File: config.mk
export PLATFORM = sky130hd
export DESIGN_NAME = matvec_out_serializer
export DESIGN_NICKNAME = d
export VERILOG_FILES = /design/src/rtl/matvec_pkg.sv /design/src/rtl/matvec_vec_fifo.sv /design/src/rtl/matvec_out_serializer.sv
export SDC_FILE = /design/constraint.sdc
export NUM_CORES = 1
export LEC_CHECK = 0
export CAP_MARGIN = 20
export CORE_ASPECT_RATIO = 0.8
export CORE_UTILIZATION = 45
export CTS_CLUSTER_DIAMETER = 80
export DETAILED_ROUTE_END_ITERATION = 10
export PLACE_DENSITY = 0.68
export SETUP_SLACK_MARGIN = 0.1
export SYNTH_ARGS = -nofsm -noshare
export SYNTH_HDL_FRONTEND = slang
export SYNTH_SLANG_ARGS = --single-unit
File: constraint.sdc
create_clock -name clk -period 2.6 [get_ports clk]
set_input_delay 0.39 -clock clk [delete_from_list [all_inputs] [get_ports clk]]
set_output_delay 0.39 -clock clk [all_outputs]
set_load 0.005 [all_outputs]
File: src/rtl/matvec_pkg.sv
// Shared sizing for the matrix-vector multiplier and its output stage.
package matvec_pkg;

    function automatic int unsigned tree_depth(input int unsigned c);
        return $clog2(c);
    endfunction

    // Launch register plus one register per adder-tree level.
    function automatic int unsigned latency(input int unsigned c);
        return tree_depth(c) + 1;
    endfunction

    localparam int unsigned R_DEF   = 2;
    localparam int unsigned C_DEF   = 2;
    localparam int unsigned W_X_DEF = 3;
    localparam int unsigned W_K_DEF = 3;
    localparam int unsigned W_Y_DEF = W_X_DEF + W_K_DEF + tree_depth(C_DEF);

endpackage

File: src/rtl/matvec_vec_fifo.sv
// Two-entry result-vector buffer; push while full is legal only alongside a pop.
module matvec_vec_fifo #(
    parameter int unsigned WIDTH = 14
) (
    input  logic             clk,
    input  logic             rst,
    input  logic             push,
    input  logic             pop,
    input  logic [WIDTH-1:0] din,
    output logic [WIDTH-1:0] dout,
    output logic             full,
    output logic             empty
);
    logic [WIDTH-1:0] r_mem [2];
    logic             r_wr_ptr;
    logic             r_rd_ptr;
    logic [1:0]       r_count;

    always_ff @(posedge clk) begin
        if (push) begin
            r_mem[r_wr_ptr] <= din;
        end
    end

    always_ff @(posedge clk) begin
        if (rst) begin
            r_wr_ptr <= 1'b0;
            r_rd_ptr <= 1'b0;
            r_count  <= '0;
        end else begin
            if (push) begin
                r_wr_ptr <= ~r_wr_ptr;
            end
            if (pop) begin
                r_rd_ptr <= ~r_rd_ptr;
            end
            case ({push, pop})
                2'b10:   r_count <= r_count + 2'd1;
                2'b01:   r_count <= r_count - 2'd1;
                default: r_count <= r_count;
            endcase
        end
    end

    assign dout  = r_mem[r_rd_ptr];
    assign full  = (r_count == 2'd2);
    assign empty = (r_count == 2'd0);

endmodule

File: src/rtl/matvec_out_serializer.sv
// Tracks operands in flight through the multiplier, buffers finished y vectors
// and streams them element by element; backpressure stalls the multiplier via cen.
module matvec_out_serializer
    import matvec_pkg::*;
#(
    parameter int unsigned R   = R_DEF,
    parameter int unsigned C   = C_DEF,
    parameter int unsigned W_Y = W_Y_DEF
) (
    input  logic             clk,
    input  logic             rst,
    input  logic             s_valid,
    output logic             s_ready,
    output logic             cen,
    input  logic [R*W_Y-1:0] y,
    output logic             m_valid,
    input  logic             m_ready,
    output logic [W_Y-1:0]   m_data,
    output logic             m_last
);
    localparam int unsigned LATENCY = latency(C);
    localparam int unsigned IDX_W   = (R > 1) ? $clog2(R) : 1;

    logic [LATENCY-1:0] r_vld;
    logic [IDX_W-1:0]   r_idx;
    logic [LATENCY:0]   w_vld_in;
    logic [R*W_Y-1:0]   w_head;
    logic               w_full;
    logic               w_empty;
    logic               w_beat;
    logic               w_pop_last;
    logic               w_push;

    assign w_vld_in   = {r_vld, s_valid};
    assign w_beat     = m_valid && m_ready;
    assign m_valid    = !w_empty;
    assign m_last     = (r_idx == IDX_W'(R - 1));
    assign w_pop_last = w_beat && m_last;
    // Freeing a slot this cycle lets the waiting tail result in, so m_ready reaches cen.
    assign cen        = !(r_vld[LATENCY-1] && w_full && !w_pop_last);
    assign s_ready    = cen;
    assign w_push     = r_vld[LATENCY-1] && cen;

    always_ff @(posedge clk) begin
        if (rst) begin
            r_vld <= '0;
        end else if (cen) begin
            r_vld <= w_vld_in[LATENCY-1:0];
        end
    end

    always_ff @(posedge clk) begin
        if (rst) begin
            r_idx <= '0;
        end else if (w_beat) begin
            r_idx <= m_last ? '0 : r_idx + IDX_W'(1);
        end
    end

    always_comb begin
        m_data = '0;
        for (int unsigned r = 0; r < R; r++) begin
            if (r_idx == IDX_W'(r)) begin
                m_data = w_head[r*W_Y +: W_Y];
            end
        end
    end

    matvec_vec_fifo #(
        .WIDTH(R * W_Y)
    ) u_fifo (
        .clk  (clk),
        .rst  (rst),
        .push (w_push),
        .pop  (w_pop_last),
        .din  (y),
        .dout (w_head),
        .full (w_full),
        .empty(w_empty)
    );

endmodule

Word-level counts from Yosys, hierarchy flattened
Memory sizes are Yosys's and may differ from the RTL's. A register that Yosys moved wholly into a read port is not among the register bits. Index checks and enable logic that the tools add are counted.

Register bits: 7. Bits in writable memories: 28. Input port bits: 18. Output and inout port bits: 11. Word-level logic and storage cells: 31. Memories kept: 1.

Add/sub/neg operators: 3. Eq/ne operators: 3. Multiplexer cells: 7. Bitwise gates (word level): 2. Reductions and logical operators: 10.

Memory list: u_fifo.r_mem (depth 2, width 14, read ports 1, clocked after Yosys merged registers in 1, wr ports 1, RTL line matvec_vec_fifo.sv:14) `logic [WIDTH-1:0] r_mem [2];`.

Operators with widths (number): 7-bit two-way mux (1); 1-bit logical AND (5); 1-bit two-way mux (5); 2-bit equality test, second input constant (2); 2-bit case mux with 2 select lines (1); 1-bit logical NOT (3); 2-bit by 1-bit adder with 2-bit output, second input constant (1); 2-bit by 1-bit equality test with 1-bit output, second input constant (1); 2-bit logical NOT (1); 1-bit inverter (2); 2-bit nonzero test (1); 2-bit by 1-bit subtractor with 2-bit output, second input constant (1); 1-bit adder, second input constant (1).

Depth between registers and ports, before layout
Gate-level depths: netlist of the first run.

Depth after elaboration: 10. Gate-level depth with buffers: 8. Mapped depth without buffers: 7.

By module
Synthesis of the first run repeated with hierarchy kept, for this count alone.

Cell total of the unflattened synthesis: 90. Area, all modules: 1468.9 sq um.

Modules (own cells, without submodules): matvec_vec_fifo (times used 1, cells each 65, area an instance 1208.7 sq um, seq. area each 940.9 sq um); matvec_out_serializer (times used 1, cells each 25, area an instance 260.2 sq um, seq. area each 60.1 sq um).

Least setup slack after synthesis of the first run
OpenSTA, ideal clock, no wires.

Path type: register to register. From: register r_idx, in the netlist m_last. To: memory u_fifo.r_mem[0][0] (enable). Setup time: 0.384 ns. Data arrival time: 1.501 ns. Data required time: 2.216 ns. Path slack: 0.714 ns. Stages on the path, launching flop included: 6. Buffers on the path: 1. Period minus slack after synthesis: 1.886 ns. Cell sequence: dfxtp_1 -> buf_4 -> nand2_1 -> a21oi_1 -> inv_1 -> nor2_1.

Word-level cells in the longest chain between the ends: 7.

Ends and longest elaborated chain: from (decl) (RTL line matvec_out_serializer.sv:25) `logic [IDX_W-1:0] r_idx;`; from (signal assigned) (RTL line matvec_out_serializer.sv:56) `r_idx <= m_last ? '0 : r_idx + IDX_W'(1);`; 1-bit logical AND (RTL line matvec_out_serializer.sv:38) `assign w_pop_last = w_beat && m_last;`; 1-bit logical NOT (RTL line matvec_out_serializer.sv:40) `assign cen = !(r_vld[LATENCY-1] && w_full && !w_pop_last);`; 1-bit logical AND (RTL line matvec_out_serializer.sv:40); 1-bit logical NOT (RTL line matvec_out_serializer.sv:40); 1-bit logical AND (RTL line matvec_out_serializer.sv:42) `assign w_push = r_vld[LATENCY-1] && cen;`; 1-bit two-way mux (RTL line matvec_vec_fifo.sv:20) `if (push) begin`; 1-bit two-way mux (not written as such) (RTL line matvec_vec_fifo.sv:21) `r_mem[r_wr_ptr] <= din;`; to (decl) (RTL line matvec_vec_fifo.sv:14).

Every way passes these cells.

==> results of run 1 <==
==> cell type report <==
cell class                      count  area, µm²  share of cell area
Clock buffer                        7      76.32             0.04287
Clock inverter                      1      3.754            0.002108
Inverter                            4      15.01            0.008433
Multi-Input combinational cell     38      341.6              0.1918
Sequential cell                    36       1001              0.5622
Tap cell                           38      47.55             0.02670
Timing Repair Buffer               30      295.3              0.1658
==> critical path: stages, from the launching register on <==
cell and delay [ps]:
dfxtp_1 620, mux4_2 570, clkdlybuf4s50_1 460
==> kinds of logic after synthesis <==
kind of cell,after synthesis,synth area share
XOR/XNOR,3,0.01903
AND/OR/NAND/NOR,16,0.05887
multiplexers,8,0.1223
flip-flops,36,0.7246
AO/OA/AOI/OAI,10,0.03804
buffers and inverters,8,0.02807
adder cells (fa/ha/maj),1,0.009057
==> metrics by stage <==
step,util,power [mW],setup WS (ps),std cells
final,0.6294,1.084,281.5,154
after global routing,0.6294,1.128,152.4,154
after CTS,0.6294,1.100,232.1,154
after detailed placement,0.6011,0.7403,326.6,146
after global placement,0.6011,0.7380,416.2,146
after floorplan,-,0.6865,714.2,82
==> sequential cells by signal, indices dropped and copies added, names as in the netlist, named ones only <==
name             cells
u_fifo.r_mem        28
u_fifo.r_rd_ptr      1
r_vld                2
u_fifo.r_wr_ptr      1
u_fifo.r_count       2
m_last               1
==> layer usage <==
layer,global-route usage,vias to the layer above
li1,-,374
met1,0.1841,379
met2,0.2465,18
met3,0.05482,2
met4,0.08333,0
met5,0,-
==> how the worst max path moves through the flow <==
stage / slack, ps / to / depth (start not counted) / start
after floorplan: 710 / u_fifo.r_mem[0][0]$_DFFE_PP_ / 5 / m_last$_SDFFE_PP0N_
after detailed placement: 330 / u_fifo.r_count[1]$_SDFFE_PP0P_ / 7 / m_ready
after global placement: 420 / u_fifo.r_count[1]$_SDFFE_PP0P_ / 7 / m_ready
after global routing: 150 / m_data[3] / 2 / flop
after CTS: 230 / m_data[4] / 2 / flop
final: 280 / m_data[4] / 2 / flop
==> report_power, final <==
group | internal [mW] | leakage [nW] | switching, mW
Sequential | 0.635 | 0.320 | 0.0101
Clock | 0.186 | 0.0399 | 0.170
Combinational | 0.0546 | 0.228 | 0.0282
Total | 0.876 | 0.588 | 0.209
==> layout by cell type (no fill, tap or decap) <==
cell type,count
or3_1,2
clkinv_1,1
nand2b_1,1
nor2_1,6
nand4_1,1
o31ai_1,1
edfxtp_1,28
buf_4,2
inv_1,4
nand2_1,1
dfxtp_1,8
ha_1,1
nor2b_1,2
mux2_2,1
clkbuf_1,2
xor2_1,2
a21oi_1,6
xnor2_1,1
clkdlybuf4s50_1,28
o21ai_0,3
nand3_1,1
mux4_2,7
and2_1,2
clkbuf_8,5
==> metrics, run 1 <==
largest net degree at the start of global routing 15; IO buf count 28; area grow syn2layout 28.90%; Sink Count 36; maximum fanout along the worst path 7; period utilisation layout 0.8917; first-pass GRT wire length 3.546 mm; number of flops mapped to enable cells by yosys 28; Via-to-Cell Ratio 5.019; row count 17; RePlAce Congestion slightly below 0.8; post-route ant nets 0; Cells after Synth 82; die area 3297 µm²; number of max-cap violations 0; commonest cells in the netlist edfxtp_1, dfxtp_1, mux4_2; dominant cell by count in the synthesized netlist edfxtp_1; Pleak around 0.59 nW; Ports 29; leading area contributor after synthesis edfxtp_1; Area after DPL 1700 µm²; Crit path arrival time 1930 ps; area share of the largest cell type after synthesis 0.6087; clk_skew 2.505 ps; drt total wl 2.157 mm; top sig layer met4; fillers approximately 210; WHS around 470 ps; post-synth net total slightly above 100; drt drc 0; Primary FF master, synth edfxtp_1; Max Slew Vio Count 0; die height 51.56 µm; Hold Crit Class flop to flop; initial antenna violation count 0; PostCTS Resize Cnt 0; Pre-antenna DRT Iters 3; Fin. Hold Viols 0; Post-CTS Hold Buffers 0; CTS tree yes; Clock Tree Root clkbuf_8; min-delay src r_vld[0]$_SDFFE_PP0N_; synth unique cells 22; RSZ-0062 raised after global routing no; GRT Overall Usage 0.1539; CP endpoint kind output port; Initial Util 0.4883; CP required 2210 ps; Pwr per Cell Area 608.9 nW/µm²; Antenna Cells 0; Worst Tran Pin Value 478.8 ps; WHS Endpoint r_vld[1]$_SDFFE_PP0N_; Slew HR 0.6804; Synth Warn # 0; Fin Setup TNS 0 ps; post-synthesis instance area 1381 µm²; reg2reg start m_last$_SDFFE_PP0N_; VDD IR max 0.4773 mV; worst hold stages 2; Routed WL per cell approximately 14 µm; CP Launch Type flop; placeable core area 2829 µm²; H-tree Lvls 2; wire length on met2 1.056 mm; register area share after synthesis 0.7246; outcome finished clean; chip width 63.95 µm; vias post-DR slightly below 800; Clock Latency Late Sink around 280 ps; Crit Path Category flop to output port; Async SR Flop Fraction 0; reg2reg end u_fifo.r_count[1]$_SDFFE_PP0P_; share of cells above drive strength 1 0.1293; minimum clock period 2319 ps; final net count 134; Setup Buffers After CTS 0; final setup fails 0; DR iter-0 viols 8; CTS Buf Count 5; fmax between 400 and 500 MHz; clk buf depth 2; Remaining Overflow, GRT 0; fin area 1780 µm²; met3 wire length 96 µm; synthesized area per cell 16.85 µm²; vias in the first global route 801; Metal-1 WL 996 µm; Synth Register Bits 36; Reg2Reg Depth 6; clock slew at reported path FFs 60 ps; Worst R2R Setup Slack slightly below 500 ps; synth top area cells edfxtp_1, dfxtp_1, mux4_2, a21oi_1, nor2_1
Power figures use the tool's default switching activity.
==> inputs of run 2 (changes only) <==
Settings changed: CAP_MARGIN 20 to 15.
==> results of run 2 <==
The final DEF is identical to that of run 1; final timing and power are the same.
